===== config.mk =====
export PLATFORM = sky130hd
export DESIGN_NAME = morse_key_decoder
export DESIGN_NICKNAME = d
export VERILOG_FILES = /design/src/rtl/morse_pkg.sv /design/src/rtl/key_debouncer.sv /design/src/rtl/morse_key_decoder.sv
export SDC_FILE = /design/constraint.sdc
export NUM_CORES = 1
export LEC_CHECK = 0
export BUFFER_PORTS_ARGS = -buffer_cell sky130_fd_sc_hd__buf_2
export CORE_ASPECT_RATIO = 0.9
export CORE_UTILIZATION = 48
export CTS_CLUSTER_DIAMETER = 40
export DETAILED_ROUTE_END_ITERATION = 6
export PLACE_DENSITY = 0.63
export SLEW_MARGIN = 15
export SYNTH_ARGS = -nofsm -noshare
export SYNTH_HDL_FRONTEND = slang
export SYNTH_SLANG_ARGS = --single-unit

===== constraint.sdc =====
create_clock -name clk -period 2.4 [get_ports clk]
set_input_delay 0.12 -clock clk [delete_from_list [all_inputs] [get_ports clk]]
set_output_delay 0.12 -clock clk [all_outputs]
set_load 0.005 [all_outputs]

===== src/rtl/morse_pkg.sv =====
`default_nettype none
// +----------------------------------------------------------------------+
// | morse_pkg : symbol codes shared with morseFSM, key decoder states     |
// | Rev 1.0                                                              |
// +----------------------------------------------------------------------+
package morse_pkg;

  localparam logic [1:0] SYM_IDLE = 2'b00;
  localparam logic [1:0] SYM_DOT  = 2'b01;
  localparam logic [1:0] SYM_DASH = 2'b10;
  localparam logic [1:0] SYM_SEND = 2'b11;

  typedef enum logic [1:0] {
    ST_IDLE  = 2'd0,
    ST_PRESS = 2'd1,
    ST_GAP   = 2'd2,
    ST_FLUSH = 2'd3
  } dec_state_e;

endpackage : morse_pkg
`default_nettype wire


===== src/rtl/key_debouncer.sv =====
`default_nettype none
// +----------------------------------------------------------------------+
// | key_debouncer : 2-flop synchroniser, stability counter, edge pulses   |
// | Rev 1.0                                                              |
// +----------------------------------------------------------------------+
module key_debouncer #(
  parameter int CNT_W           = 20,
  parameter int DEBOUNCE_CYCLES = 16
) (
  input  logic clk,
  input  logic reset,
  input  logic key,
  output logic key_db,
  output logic rise,
  output logic fall
);

  logic             sync1_q;
  logic             sync2_q;
  logic             key_db_q;
  logic             key_db_d;
  logic             key_db_dly_q;
  logic [CNT_W-1:0] db_cnt_q;
  logic [CNT_W-1:0] db_cnt_d;

  // The counter only runs while the synced level disagrees with the accepted one.
  always_comb begin
    db_cnt_d = '0;
    key_db_d = key_db_q;
    if (sync2_q != key_db_q) begin
      if (db_cnt_q == CNT_W'(DEBOUNCE_CYCLES - 1)) begin
        key_db_d = ~key_db_q;
      end else begin
        db_cnt_d = db_cnt_q + CNT_W'(1);
      end
    end
  end

  always_ff @(posedge clk) begin
    if (reset) begin
      sync1_q      <= 1'b0;
      sync2_q      <= 1'b0;
      key_db_q     <= 1'b0;
      key_db_dly_q <= 1'b0;
      db_cnt_q     <= '0;
    end else begin
      sync1_q      <= key;
      sync2_q      <= sync1_q;
      key_db_q     <= key_db_d;
      key_db_dly_q <= key_db_q;
      db_cnt_q     <= db_cnt_d;
    end
  end

  assign key_db = key_db_q;
  assign rise   = key_db_q & ~key_db_dly_q;
  assign fall   = ~key_db_q & key_db_dly_q;

endmodule : key_debouncer
`default_nettype wire


===== src/rtl/morse_key_decoder.sv =====
`default_nettype none
// +----------------------------------------------------------------------+
// | morse_key_decoder : debounced key -> DOT/DASH/SEND single-cycle pulses|
// | Rev 1.0                                                              |
// +----------------------------------------------------------------------+
module morse_key_decoder #(
  parameter int CNT_W           = 20,
  parameter int DEBOUNCE_CYCLES = 16,
  parameter int DASH_CYCLES     = 64,
  parameter int SEND_GAP_CYCLES = 128,
  parameter int MAX_SYMBOLS     = 4
) (
  input  logic       clk,
  input  logic       reset,
  input  logic       key,
  output logic [1:0] symbol,
  output logic       key_db,
  output logic       busy,
  output logic [2:0] sym_count
);

  import morse_pkg::*;

  logic             rise;
  logic             fall;
  dec_state_e       state_q;
  logic [CNT_W-1:0] press_cnt_q;
  logic [CNT_W-1:0] gap_cnt_q;
  logic [2:0]       sym_count_q;
  logic [2:0]       sym_count_inc;
  logic [1:0]       symbol_q;
  logic             busy_q;

  key_debouncer #(
    .CNT_W          (CNT_W),
    .DEBOUNCE_CYCLES(DEBOUNCE_CYCLES)
  ) u_debouncer (
    .clk   (clk),
    .reset (reset),
    .key   (key),
    .key_db(key_db),
    .rise  (rise),
    .fall  (fall)
  );

  assign sym_count_inc = sym_count_q + 3'd1;

  always_ff @(posedge clk) begin
    if (reset) begin
      state_q     <= ST_IDLE;
      press_cnt_q <= '0;
      gap_cnt_q   <= '0;
      sym_count_q <= '0;
      symbol_q    <= SYM_IDLE;
      busy_q      <= 1'b0;
    end else begin
      symbol_q <= SYM_IDLE;
      case (state_q)
        // Only a fresh rise starts a press; a level still held after FLUSH is ignored.
        ST_IDLE: begin
          if (rise) begin
            state_q     <= ST_PRESS;
            press_cnt_q <= CNT_W'(1);
            busy_q      <= 1'b1;
          end
        end
        ST_PRESS: begin
          if (press_cnt_q != '1) begin
            press_cnt_q <= press_cnt_q + CNT_W'(1);
          end
          if (fall) begin
            symbol_q    <= (press_cnt_q >= CNT_W'(DASH_CYCLES)) ? SYM_DASH : SYM_DOT;
            sym_count_q <= sym_count_inc;
            if (sym_count_inc == 3'(MAX_SYMBOLS)) begin
              state_q <= ST_FLUSH;
            end else begin
              state_q   <= ST_GAP;
              gap_cnt_q <= CNT_W'(1);
            end
          end
        end
        ST_GAP: begin
          gap_cnt_q <= gap_cnt_q + CNT_W'(1);
          if (gap_cnt_q == CNT_W'(SEND_GAP_CYCLES)) begin
            symbol_q    <= SYM_SEND;
            sym_count_q <= '0;
            // A press landing on the timeout cycle opens the next letter.
            if (rise) begin
              state_q     <= ST_PRESS;
              press_cnt_q <= CNT_W'(1);
            end else begin
              state_q <= ST_IDLE;
              busy_q  <= 1'b0;
            end
          end else if (rise) begin
            state_q     <= ST_PRESS;
            press_cnt_q <= CNT_W'(1);
          end
        end
        ST_FLUSH: begin
          symbol_q    <= SYM_SEND;
          sym_count_q <= '0;
          state_q     <= ST_IDLE;
          busy_q      <= 1'b0;
        end
        default: begin
          state_q <= ST_IDLE;
          busy_q  <= 1'b0;
        end
      endcase
    end
  end

  assign symbol    = symbol_q;
  assign busy      = busy_q;
  assign sym_count = sym_count_q;

endmodule : morse_key_decoder
`default_nettype wire


==> results summary, run 1 <==
The run finished with clean final reports. The layout net count is 428. For this run, design rule violations remaining after detail routing come to 0. The number of antenna violations at the first check in global routing was 0. The fraction of synthesis flops using an asynchronous set or reset pin came out at 0.

The synthesized netlist contains 50 unique library cells. Setup repair after global routing left no endpoint under its margin. The longest clock path from root to sink contains 2 buffers. The number of cells in the design after placement is 500. The power per unit of standard cell area came out at 610 nW/um^2. TritonCTS built the clock tree.

The leakage component of the power is 1.33 nW. The first global-routing pass estimated 11.2 mm of wire. The number of port buffers came out at 9.

The die is 82.8 um tall. The clock reaches the later pin of the worst-skew pair after 340 ps. Traced cell by cell, the critical path runs through nor3b_2 -> nor2_1 -> a31o_1 -> or4_1 -> a21oi_1.

Using the TritonRoute via totals, the vias-per-cell ratio works out to 5.49. The final layout contains routed wiring with a total length of 6.86 mm. For this configuration, the core starts out at a cell density of 0.494.

CTS placed an instance of clkbuf_8 at the clock tree root. The number of hold-slack violations in the final timing report is 0. The path class of the tightest hold or removal check is in -> reg. The number of clock sinks is 72. The number of synthesized flops with an enable pin came out at 0. The final-report setup violation count is 0. The part of the Yosys area used for sequential elements came out at 0.414. The initial DRC count is 110. The minimum clock period after layout came out at 2130 ps. STA classifies the critical path startpoint as a flop. The post-CTS resize count is 0. The nature of the critical path endpoint is a flop.

Yosys printed 0 warnings. The horizontal die dimension is 91.8 um. Measured against its own limit, the worst slew margin works out to 0.612. The half-perimeter wire length of the detailed placement result is 4.70 mm. The max-capacitance violation count is 0. The netlist area before placement came out at 3480 um^2. For this run, the slowest stage of the critical path takes 530 ps. Across the VDD grid, the largest voltage drop is 0.391 mV. The net count after synthesis is 421.

At the pin with the least slew margin, the transition time is 582 ps. The number of placement rows came out at 29. Once routing completed, OpenROAD measured the worst setup slack at 269 ps.

The finished layout holds 516 standard cells, fillers aside. After filler insertion, the fill cell instance count of the layout stands at 666. 10 I/O pins were placed. In the global route stage, overall resource usage came out at 0.187. After clock tree synthesis, the clock-pin slew on the worst setup and hold paths is 80 ps. The top flip-flop cell by instance count after synthesis is dfxtp_1. The arrival time reported for the critical path endpoint is 2410 ps. The peak fanout along the critical path is 20.

The global placer's final weighted congestion came out at 0.805. The worst setup path is of the reg -> reg kind. The number of diodes added for antenna fixing is 0.

The level count of the clock H-tree came out at 3. The sum of negative setup slack is 0 ps. The synthesized area per cell came out at 8.47 um^2. The worst slack at placement is 307 ps. The number of buffers inserted to repair setup after CTS is 0. The area overhead of the layout relative to synthesis is 9.17%. For this run, the detailed router's first-pass iteration total came to 4. The count of final max-slew check failures came out at 0.

The overflow left after global routing is 0. The final route contains 2834 vias. Entering global routing, the biggest net connects 22 pins. The via count of the first global-routing pass came out at 2491. The final setup skew came out at 6.71 ps. In the finished design, the share of the clock period the worst path needs comes to 0.888. Static timing analysis puts the maximum clock frequency at 0.469 GHz. The floorplan step defined a die boundary enclosing 7600 um^2. The routed wire length per instance came out at 13.3 um.

On the final layout, the worst hold slack is 5.10 ps. The core outline area is 7040 um^2. The proportion of layout cells with a drive suffix above 1 came out at 0.0851. At the worst endpoint, the required time is 2680 ps. The number of register bits inferred by synthesis came out at 72.

The count of nets left with antenna violations after detail routing came out at 0. The total of hold buffers inserted after clock tree synthesis is 0. The critical path's slowest cell is or4_1. Counting the buffers created by CTS gives 9. Synthesis produced a netlist whose cell count is 411.
[sequential cells by signal, summed over array words and instances, names as in the netlist]
signal,cells
busy,1
state_q,2
u_debouncer.key_db_dly_q,1
u_debouncer.key_db,1
u_debouncer.sync1_q,1
gap_cnt_q,20
symbol,2
press_cnt_q,20
u_debouncer.sync2_q,1
u_debouncer.db_cnt_q,20
sym_count,3
[report_power, final]
group	leakage [nW]	switching, mW	internal [mW]
Combinational	0.639	0.0260	0.0154
Sequential	0.580	0.00559	1.20
Clock	0.106	0.457	0.612
[final timing paths]
check	from	endpoint	slack, ps	depth (start not counted)
worst max register to register	u_debouncer.key_db$_SDFFE_PP0P_	press_cnt_q[13]$_SDFFE_PP0P_	270	5
worst max-delay path	u_debouncer.key_db$_SDFFE_PP0P_	press_cnt_q[13]$_SDFFE_PP0P_	270	5
worst min-delay path	key	u_debouncer.sync1_q$_SDFF_PP0_	5	2
worst min register to register	u_debouncer.sync1_q$_SDFF_PP0_	u_debouncer.sync2_q$_SDFF_PP0_	450	1
[layout make-up]
class	count	area (um^2)	area share
flip-flops and latches	72	1440	0.379
well taps	93	116	0.0306
repair buffers	14	82.6	0.0217
multi-input cells	311	1900	0.500
clock buffers	11	141	0.0372
inverters	10	37.5	0.00988
clock inverters	5	80.1	0.0211
[Yosys cell counts (5+ instances only)]
cell	count	area, um^2
clkbuf_1	10	37.5
nor3_1	5	25.0
nand2_1	27	101
and3_1	10	62.6
nor2_1	62	233
o21ai_0	10	50.1
xnor2_1	20	175
or3_1	10	62.6
dfxtp_1	72	1440
nand4_1	18	113
a21oi_1	20	100
nor4_1	15	93.8
nand3_1	22	110
ha_1	7	87.6
or4_1	7	52.6
xor2_1	23	201
inv_1	10	37.5
[cells by family after synthesis]
logic type / synth area share
and+or+nand+nor: 0.307
DFF: 0.414
AOI/OAI and AO/OA: 0.102
xor gates and xnor gates: 0.108
buffers and inverters: 0.0399
adders and majority gates: 0.0252
muxes: 0.00288
[cells in the final DEF, fill, tap and decap left out, types with 5 or more instances in the layout]
cell / instances
xor2_1: 23
o21ai_0: 10
or4_1: 7
nand3_1: 22
xnor2_1: 20
buf_4: 5
nand4_1: 18
nor2_1: 62
dfxtp_1: 72
buf_2: 9
clkbuf_8: 10
nor3_1: 5
a21oi_1: 20
ha_1: 7
inv_1: 10
or3_1: 10
nand2_1: 27
and3_1: 10
nor4_1: 15
[metrics by stage]
step                      utilization  total power, mW  instance area [um^2]
after global routing            0.540             2.40                  3800
after CTS                       0.540             2.35                  3800
after detailed placement        0.508             1.28                  3580
final                           0.540             2.32                  3800
after global placement          0.508             1.28                  3580
after floorplan                     -             1.26                  3480
[metal layers]
metal | vias to the layer above | routed length (um) | global-route usage
met3 | 2 | 209 | 0.0656
met1 | 1334 | 3590 | 0.237
met2 | 34 | 3030 | 0.306
li1 | 1464 | - | -
met5 | - | 0 | 0
met4 | 0 | 29 | 0.0531
[critical path: cells and delay by family (launching register included)]
family,cells,cell delay [ps]
DFF,1,470
AOI/OAI and AO/OA,2,550
and+or+nand+nor,3,1040
Power figures use the tool's default switching activity.
==> run 2, diff against run 1 <==
--- a/config.mk
+++ b/config.mk
@@ -14,4 +14,5 @@
 export SLEW_MARGIN = 15
 export SYNTH_ARGS = -nofsm -noshare
 export SYNTH_HDL_FRONTEND = slang
+export SYNTH_HIERARCHICAL = 1
 export SYNTH_SLANG_ARGS = --single-unit
==> run 2 against run 1 <==
  * Flip-flop and latch count stayed put
  * Largest power group unchanged
  * Highest routed layer unchanged
  * Cell count rose by 1.2%
  * Sequential share of layout area down 1.5 points
  * Via count increased by 0.99%
  * Synthesized cell count up 1.7%
  * Clock skew increased by 5.7 ps
  * Clock power hardly changed
  * First-iteration DRC count is 21% lower
  * Synthesized area increased by 4.5%
  * Cell area rose by 4.0%
==> results summary, run 2 <==
Run status: complete, no violations (unchanged). The number of register bits inferred by synthesis is 72 (unchanged). The insertion delay to the later sink of the worst-skew pair is 350 ps (was 340 ps). The die height is 84.6 um (was 82.8 um). Top cell types by occurrence after synthesis: 72 x dfxtp_1, 62 x nor2_1, 24 x nand2_1, 24 x xor2_1, 20 x nand3_1 (was 72 x dfxtp_1, 62 x nor2_1, 27 x nand2_1). The global-route usage over all layers is 0.192 (was 0.187). The unique cell type count in the Yosys netlist is 59 (was 50). The leakage component of the power is 1.50 nW (was 1.33 nW).

The number of search-and-repair iterations in the first detailed-routing pass came to 4 (unchanged). The post-detailed-route DRC marker count was 0 (unchanged). The core outline area came to 7180 um^2 (was 7040 um^2). The global placer's final weighted congestion came out at 0.748 (was 0.805). The nature of the critical path endpoint was a flop (unchanged). The overall via count from detail_route came to 2862 (was 2834). The total chip power is 2.29 mW (was 2.32 mW).

The effective utilization at floorplan is 0.506 (was 0.494). The synthesized area per cell came to 8.70 um^2 (was 8.47 um^2). The via count of the first global-routing pass came to 2638 (was 2491). The register-to-register setup slack is 370 ps (was 270 ps).

The number of hold-slack violations in the final timing report is 0 (unchanged). The maximum ir drop on the vdd rail came to 0.407 mV (was 0.391 mV). The die outline area came out at 7930 um^2 (was 7600 um^2). The total of hold buffers inserted after clock tree synthesis is 0 (unchanged). The maximum cell stage delay along the critical path came to 390 ps (was 530 ps).

The pin count of the biggest net entering global routing came to 21 (was 22). The destination of the worst register-to-register timing path is press_cnt_q[17]$_SDFFE_PP0P_ (was press_cnt_q[13]$_SDFFE_PP0P_). The count of synthesis-stage warnings from yosys was 6 (was 0). The number of primary I/O pins came to 10 (unchanged). The overflow left after global routing came out at 0 (unchanged). The post-route fraction of the period consumed by the critical path was 0.844 (was 0.888). The worst hold slack after final layout was 32.0 ps (was 5.10 ps). The fraction of synthesis flops using an asynchronous set or reset pin is 0 (unchanged). The minimum clock period after layout was 2030 ps (was 2130 ps). The count of mapped cells out of synthesis is 418 (was 411). The worst slack at placement is 420 ps (was 307 ps). The level count of the clock H-tree is 3 (unchanged). The routed wire length per instance came out at 13.5 um (was 13.3 um). The CTS tree is done (unchanged). The relative slew slack is 0.617 (was 0.612). Most frequent cells in the layout: 72 x dfxtp_1, 62 x nor2_1, 24 x nand2_1, 24 x xor2_1, 20 x nand3_1 (was 72 x dfxtp_1, 62 x nor2_1, 27 x nand2_1, 23 x xor2_1, 22 x nand3_1).

The class of the tightest hold or removal check is in -> reg (unchanged). The number of antenna violations at the first check in global routing is 0 (unchanged). The most area-hungry cell type in the Yosys netlist is dfxtp_1 (unchanged). The maximum buffer depth of the clock tree came out at 2 (unchanged). The proportion of layout cells with a drive suffix above 1 is 0.128 (was 0.0851).

The startpoint of the most critical setup path was press_cnt_q[0]$_SDFFE_PP0P_ (was u_debouncer.key_db$_SDFFE_PP0P_). The clock root buffer master is clkbuf_8 (unchanged). The max-capacitance violation count is 0 (unchanged).

The highest achievable clock rate came out at 0.493 GHz (was 0.469 GHz). The wire length after detailed routing came out at 7.04 mm (was 6.86 mm). The layout net count is 434 (was 428).

The area fraction of the dominant cell type after synthesis came out at 0.396 (was 0.414). The final setup skew came out at 12.4 ps (was 6.71 ps). The number of clock sinks came out at 72 (unchanged). The peak fanout along the critical path is 8 (was 20). The beginning of the worst register-to-register path is press_cnt_q[0]$_SDFFE_PP0P_ (was u_debouncer.key_db$_SDFFE_PP0P_). The power per unit of standard cell area came out at 578 nW/um^2 (was 610 nW/um^2). Registers with the highest flip-flop counts: gap_cnt_q (20), press_cnt_q (20), u_debouncer/db_cnt_q (20) (was gap_cnt_q (20), press_cnt_q (20), u_debouncer.db_cnt_q (20)). The number of diodes added for antenna fixing is 0 (unchanged). Unrepaired setup endpoints after global routing: no (unchanged). The critical setup path kind is reg -> reg (unchanged). The area overhead of the layout relative to synthesis is 8.63% (was 9.17%). Cells along the critical path: ha_1 -> and4_1 -> and2_1 -> a211oi_4 -> a31oi_1 -> a41o_2 (was nor3b_2 -> nor2_1 -> a31o_1 -> or4_1 -> a21oi_1). The part of the Yosys area used for sequential elements is 0.396 (was 0.414). The netlist area before placement was 3640 um^2 (was 3480 um^2). The number of buffers inserted to repair setup after CTS came to 0 (unchanged). The post-route worst setup slack is 374 ps (was 269 ps). The count of nets left with antenna violations after detail routing is 0 (unchanged). The last element of the critical path was press_cnt_q[17]$_SDFFE_PP0P_ (was press_cnt_q[13]$_SDFFE_PP0P_).

The leading cell type in the layout, fill and taps excluded is dfxtp_1 (unchanged). The post-CTS resize count is 0 (unchanged). The arrival time reported for the critical path endpoint is 2260 ps (was 2410 ps).

The transition time of the tightest slew-check pin came out at 572 ps (was 582 ps). The count of cells along the worst register-to-register path came out at 6 (was 5). The half-perimeter wire length of the detailed placement result is 4.91 mm (was 4.70 mm). The TritonCTS buffer count is 9 (unchanged). The number of synthesized flops with an enable pin came to 0 (unchanged). The horizontal die dimension is 93.8 um (was 91.8 um).

The count of final max-slew check failures was 0 (unchanged). The data required time at the worst endpoint came out at 2630 ps (was 2680 ps). The initial DRC count is 87 (was 110).

The critical path's slowest cell is a211oi_4 (was or4_1). The sum of negative setup slack is 0 ps (unchanged). The library cell with the highest instance count after synthesis is dfxtp_1 (unchanged). The CTS clock-pin slew for the worst setup and hold paths came out at 80 ps (about the same).

Top cells by area, synth: dfxtp_1 40%, nor2_1 6.4%, xor2_1 5.8%, xnor2_1 4.3%, nand4_1 3.3% (was dfxtp_1 41%, nor2_1 6.7%, xor2_1 5.8%, xnor2_1 5.0%, nand4_1 3.2%). The number of port buffers came out at 9 (unchanged). The global-route wire length before repair came out at 12.1 mm (was 11.2 mm). The detailed-route vias per instance was 5.48 (was 5.49). The net count after synthesis is 428 (was 421). The final-report setup violation count is 0 (unchanged). The number of placement rows is 29 (unchanged). The top flip-flop cell by instance count after synthesis is dfxtp_1 (unchanged). The nature of the critical path startpoint is a flop (unchanged). The final core utilization came out at 0.550 (was 0.540).
run 2: worst min-delay path by stage:
stage                      from                        endpoint  depth (start not counted)
after floorplan           reset  u_debouncer/sync1_q$_SDFF_PP0_                          1
after global placement      key  u_debouncer/sync1_q$_SDFF_PP0_                          2
after detailed placement    key  u_debouncer/sync1_q$_SDFF_PP0_                          2
after CTS                   key  u_debouncer/sync1_q$_SDFF_PP0_                          2
after global routing        key  u_debouncer/sync1_q$_SDFF_PP0_                          2
final                       key  u_debouncer/sync1_q$_SDFF_PP0_                          2
run 2: routing by layer:
layer | global-route usage | vias to the layer above | share of wire
met1 | 0.251 | 1332 | 0.51
met5 | 0 | - | 0
met3 | 0.0489 | 9 | 0.024
met4 | 0.0657 | 0 | 0.014
li1 | - | 1498 | -
met2 | 0.306 | 23 | 0.45
run 2: worst max-delay path: cells and delay by family (launching register included):
family	cells	cell delay, ps
AOI/OAI and AO/OA	3	770
and+or+nand+nor	2	530
DFF	1	360
adders and majority gates	1	240
run 2: cell type report:
class / count / area (um^2)
Clock buffer: 9 / 124
Clock inverter: 7 / 96.3
Fill cell: 677 / 3230
Sequential cell: 72 / 1440
Timing Repair Buffer: 16 / 97.6
Multi-Input combinational cell: 315 / 2040
Tap cell: 93 / 116
Inverter: 10 / 37.5
run 2: where the power goes:
part / switching (mW) / leakage (nW) / internal [mW]
logic: 0.0215 / 0.810 / 0.00764
registers: 0.000984 / 0.580 / 1.20
clock network: 0.473 / 0.113 / 0.587
total: 0.495 / 1.50 / 1.79
run 2: cell families (layout without fill, tap and decap cells):
logic type	Yosys count	count (layout)	synth area share
buffers and inverters	31	42	0.0433
xor gates and xnor gates	42	42	0.101
muxes	2	2	0.00585
and+or+nand+nor	206	206	0.314
adders and majority gates	7	7	0.0241
DFF	72	72	0.396
AOI/OAI and AO/OA	58	58	0.115
run 2: stage by stage:
stage / instances / instance area (um^2)
after detailed placement: 506 / 3730
after global placement: 506 / 3730
after CTS: 522 / 3950
final: 522 / 3950
after global routing: 522 / 3950
after floorplan: 418 / 3640
==> run 3, diff against run 2 <==
--- a/config.mk
+++ b/config.mk
@@ -5,6 +5,7 @@
 export SDC_FILE = /design/constraint.sdc
 export NUM_CORES = 1
 export LEC_CHECK = 0
+export ABC_AREA = 1
 export BUFFER_PORTS_ARGS = -buffer_cell sky130_fd_sc_hd__buf_2
 export CORE_ASPECT_RATIO = 0.9
 export CORE_UTILIZATION = 48
==> constraint.sdc (replaced) <==
create_clock -name clk -period 1.9 [get_ports clk]
set_input_delay 0.095 -clock clk [delete_from_list [all_inputs] [get_ports clk]]
set_output_delay 0.095 -clock clk [all_outputs]
set_load 0.005 [all_outputs]
==> run 3 against run 2 <==
  * Combinational power rose by 54%
  * Clock skew fell by 2.4 ps
  * Flip-flop and latch count did not move
  * Synthesized area rose by 16%
  * First-iteration DRC count rose by 110%
  * Power rose by 21%
  * Largest power group unchanged
  * Highest routed layer unchanged
==> results summary, run 3 <==
The count of cells along the worst register-to-register path is 10 (was 6). The maximum ir drop on the vdd rail is 0.433 mV (was 0.407 mV). The register-to-register setup slack is 170 ps (was 370 ps). The post-detailed-route DRC marker count is 0 (unchanged). The synthesized area per cell is 6.68 um^2 (was 8.70 um^2). The peak fanout along the critical path is 11 (was 8). The number of hold-slack violations in the final timing report is 0 (unchanged).

The kind of cell adding the most delay to the critical path is simple AND/OR/NAND/NOR gates (was compound AO/OA/AOI/OAI gates). The number of placement rows came out at 32 (was 29). The count of mapped cells out of synthesis is 632 (was 418). The transition time of the tightest slew-check pin came out at 878 ps (was 572 ps). The area overhead of the layout relative to synthesis came out at 9.04% (was 8.63%).

The worst hold path endpoint is u_debouncer/sync1_q$_SDFF_PP0_ (unchanged). The minimum clock period after layout came out at 1730 ps (was 2030 ps). The level count of the clock H-tree was 3 (unchanged). The pin count of the biggest net entering global routing came out at 19 (was 21). The final-report setup violation count came out at 0 (unchanged). The part of the total power dissipated in sequential elements came out at 0.545 (was 0.524). Top cell types by occurrence after synthesis: 156 x nand2_1, 119 x nor2_1, 72 x dfxtp_1 (was 72 x dfxtp_1, 62 x nor2_1, 24 x nand2_1, 24 x xor2_1, 20 x nand3_1).

The wire length after detailed routing came out at 8.96 mm (was 7.04 mm). The final setup skew was 10.0 ps (was 12.4 ps). The proportion of total power due to net switching was 0.223 (was 0.217). The detailed-route vias per instance is 4.91 (was 5.48). The number of synthesized flops with an enable pin is 0 (unchanged). The simple-gate share of the synthesized area is 0.430 (was 0.314). Run status: complete, no violations (unchanged).

The count of synthesis-stage warnings from yosys is 6 (unchanged). The area fraction of the dominant cell type after synthesis came out at 0.341 (was 0.396). The destination of the worst register-to-register timing path is press_cnt_q[8]$_SDFFE_PP0P_ (was press_cnt_q[17]$_SDFFE_PP0P_).

The maximum cell stage delay along the critical path is 380 ps (was 390 ps). The initial DRC count is 180 (was 87). The part of the Yosys area used for sequential elements is 0.341 (was 0.396). Most frequent cells in the layout: 156 x nand2_1, 119 x nor2_1, 72 x dfxtp_1, 71 x inv_1, 47 x nand3_1 (was 72 x dfxtp_1, 62 x nor2_1, 24 x nand2_1, 24 x xor2_1, 20 x nand3_1). The power per unit of standard cell area is 603 nW/um^2 (was 578 nW/um^2). Unrepaired setup endpoints after global routing: no (unchanged). The overall via count from detail_route is 3814 (was 2862). The count of final max-slew check failures came out at 0 (unchanged). The die height is 91.0 um (was 84.6 um). The number of register bits inferred by synthesis is 72 (unchanged). The buffering stage count on the worst path with inverters included is 1 (was 0). The CTS tree is done (unchanged). The layout net count came out at 662 (was 434).

The netlist area before placement is 4220 um^2 (was 3640 um^2). The critical path's slowest cell is dfxtp_1 (was a211oi_4). The routed wire length per instance came to 11.6 um (was 13.5 um). The number of diodes added for antenna fixing was 0 (unchanged). The beginning of the worst register-to-register path is press_cnt_q[1]$_SDFFE_PP0P_ (was press_cnt_q[0]$_SDFFE_PP0P_). The proportion of power drawn by combinational gates came to 0.016 (was 0.013). The part of the power in the clock network came out at 0.439 (was 0.464). The clock root buffer master is clkbuf_8 (unchanged). The global-route usage over all layers was 0.211 (was 0.192).

The fraction of synthesis flops using an asynchronous set or reset pin came out at 0 (unchanged). The number of search-and-repair iterations in the first detailed-routing pass is 5 (was 4). The count of nets left with antenna violations after detail routing is 0 (unchanged).

The effective utilization at floorplan is 0.493 (was 0.506). The data required time at the worst endpoint was 2180 ps (was 2630 ps). The library cell with the highest instance count after synthesis is nand2_1 (was dfxtp_1).

The leading cell type in the layout, fill and taps excluded is nand2_1 (was dfxtp_1). The TritonCTS buffer count came to 9 (unchanged). The CTS clock-pin slew for the worst setup and hold paths came out at 70 ps (was 80 ps). The post-route fraction of the period consumed by the critical path is 0.910 (was 0.844). The class of the tightest hold or removal check is in -> reg (unchanged). The post-synthesis adder-cell area fraction is 0.0207 (was 0.0241).

The proportion of layout cells with a drive suffix above 1 was 0.137 (was 0.128). The horizontal die dimension is 101 um (was 93.8 um). The net switching power of the design is 0.617 mW (was 0.495 mW). Top cells by area, synth: dfxtp_1 34%, nand2_1 14%, nor2_1 11%, inv_1 6.3%, nand3_1 5.6% (was dfxtp_1 40%, nor2_1 6.4%, xor2_1 5.8%, xnor2_1 4.3%, nand4_1 3.3%). The relative slew slack came out at 0.415 (was 0.617). Registers with the highest flip-flop counts: gap_cnt_q (20), press_cnt_q (20), u_debouncer/db_cnt_q (20) (unchanged).

The dominant combinational cell family by area after synthesis is simple AND/OR/NAND/NOR gates (unchanged). The total chip power is 2.77 mW (was 2.29 mW). The number of filler instances in the final layout is 874 (was 677).

The number of antenna violations at the first check in global routing came to 0 (unchanged). The maximum buffer depth of the clock tree is 2 (unchanged). The die outline area came out at 9170 um^2 (was 7930 um^2). The most area-hungry cell type in the Yosys netlist is dfxtp_1 (unchanged).

The cell-internal power came out at 2.16 mW (was 1.79 mW). The sum of negative setup slack is 0 ps (unchanged). The via count of the first global-routing pass came out at 3593 (was 2638). The depth of the worst hold-timing path is 2 (unchanged). The multiplexer share of the synthesized area is 0 (was 0.00585).

The nature of the critical path endpoint was a flop (unchanged). The max-capacitance violation count came to 0 (unchanged). The area share of xor/xnor cells in the synthesized design is 0.0311 (was 0.101). The critical setup path kind is reg -> reg (unchanged). The insertion delay to the later sink of the worst-skew pair is 350 ps (about the same). The nature of the critical path startpoint is a flop (unchanged).

The number of clock sinks came out at 72 (unchanged). The number of primary I/O pins came to 10 (unchanged). The compound-gate portion of the synthesized area came out at 0.0857 (was 0.115). The top flip-flop cell by instance count after synthesis is dfxtp_1 (unchanged).

The number of port buffers is 9 (unchanged). The highest achievable clock rate came out at 0.578 GHz (was 0.493 GHz). The leakage component of the power is 1.70 nW (was 1.50 nW). The net count after synthesis is 642 (was 428). The half-perimeter wire length of the detailed placement result is 6.56 mm (was 4.91 mm).

Cells along the critical path: ha_1 -> nand2_1 -> nor2_4 -> nand2_2 -> nor2_4 -> nand3_4 -> nand2_4 -> buf_4 -> nand2_1 -> a21oi_2 (was ha_1 -> and4_1 -> and2_1 -> a211oi_4 -> a31oi_1 -> a41o_2). The core outline area is 8570 um^2 (was 7180 um^2). The global placer's final weighted congestion was 0.874 (was 0.748). The arrival time reported for the critical path endpoint is 2010 ps (was 2260 ps). The hold path startpoint is reset (was key). The unique cell type count in the Yosys netlist came out at 41 (was 59).

The global-route wire length before repair is 15.6 mm (was 12.1 mm). The overflow left after global routing came out at 0 (unchanged).
[run 3: worst max path at each step]
| stage | start | to | slack [ps] | depth (start not counted) |
|---|---|---|---|---|
| after CTS | press_cnt_q[1]$_SDFFE_PP0P_ | press_cnt_q[5]$_SDFFE_PP0P_ | 120 | 10 |
| final | press_cnt_q[1]$_SDFFE_PP0P_ | press_cnt_q[8]$_SDFFE_PP0P_ | 170 | 10 |
| after floorplan | press_cnt_q[1]$_SDFFE_PP0P_ | press_cnt_q[0]$_SDFFE_PP0P_ | 400 | 10 |
| after detailed placement | press_cnt_q[1]$_SDFFE_PP0P_ | press_cnt_q[0]$_SDFFE_PP0P_ | 140 | 10 |
| after global placement | press_cnt_q[1]$_SDFFE_PP0P_ | press_cnt_q[0]$_SDFFE_PP0P_ | 200 | 10 |
| after global routing | press_cnt_q[1]$_SDFFE_PP0P_ | press_cnt_q[0]$_SDFFE_PP0P_ | 8 | 10 |
[run 3: power by group through the flow]
stage	combinational, mW	sequential [mW]	clock [mW]
final	0.0449	1.51	1.22
after global routing	0.0507	1.51	1.32
after CTS	0.0452	1.51	1.25
after detailed placement	0.0434	1.55	0
after global placement	0.0426	1.55	0
after floorplan	0.0341	1.55	0
[run 3: worst register-to-register path: cells and delay by family (launching register included)]
family	cells	cell delay, ps
AND/OR/NAND/NOR	7	820
flip-flops	1	380
buffers and inverters	1	160
adder cells (fa/ha/maj)	1	180
AO/OA/AOI/OAI	1	130
[run 3: cell type report]
cell class                 count  area [um^2]  share of cell area
clock buffer                  10          138              0.0299
multi-input combinational    476         2410               0.524
sequential                    72         1440               0.313
clock inverter                 6         58.8              0.0128
tap                          119          149              0.0323
timing repair buffer          20          130              0.0283
inverter                      73          277              0.0601
[run 3: logic make-up (layout without fill, tap and decap cells)]
| family | Yosys count | after routing |
|---|---|---|
| flip-flops | 72 | 72 |
| AO/OA/AOI/OAI | 61 | 61 |
| XOR/XNOR | 15 | 15 |
| adder cells (fa/ha/maj) | 7 | 7 |
| buffers and inverters | 84 | 109 |
| AND/OR/NAND/NOR | 393 | 393 |
[run 3: routing by layer]
layer	GRT usage	wire length (um)
met1	0.269	4350
met3	0.0416	331
met4	0.0640	38
met5	0	0
met2	0.357	4250
[run 3: repair_timing]
| action | in CTS | in global routing |
|---|---|---|
| setup endpoints to repair | 0 | 7 |
| hold buffers | 1 | 0 |
| resized for setup | 0 | 2 |
| hold endpoints to repair | 1 | 0 |
| buffers inserted | 0 | 4 |
[run 3: metrics by stage]
step	area, um^2	std cells	util	setup slack, ps	hold WS [ps]
after CTS	4560	772	0.532	122	106
after global routing	4600	776	0.537	8.42	129
final	4600	776	0.537	170	121
after floorplan	4220	632	-	398	166
after detailed placement	4350	755	0.508	141	306
after global placement	4350	755	0.508	202	302
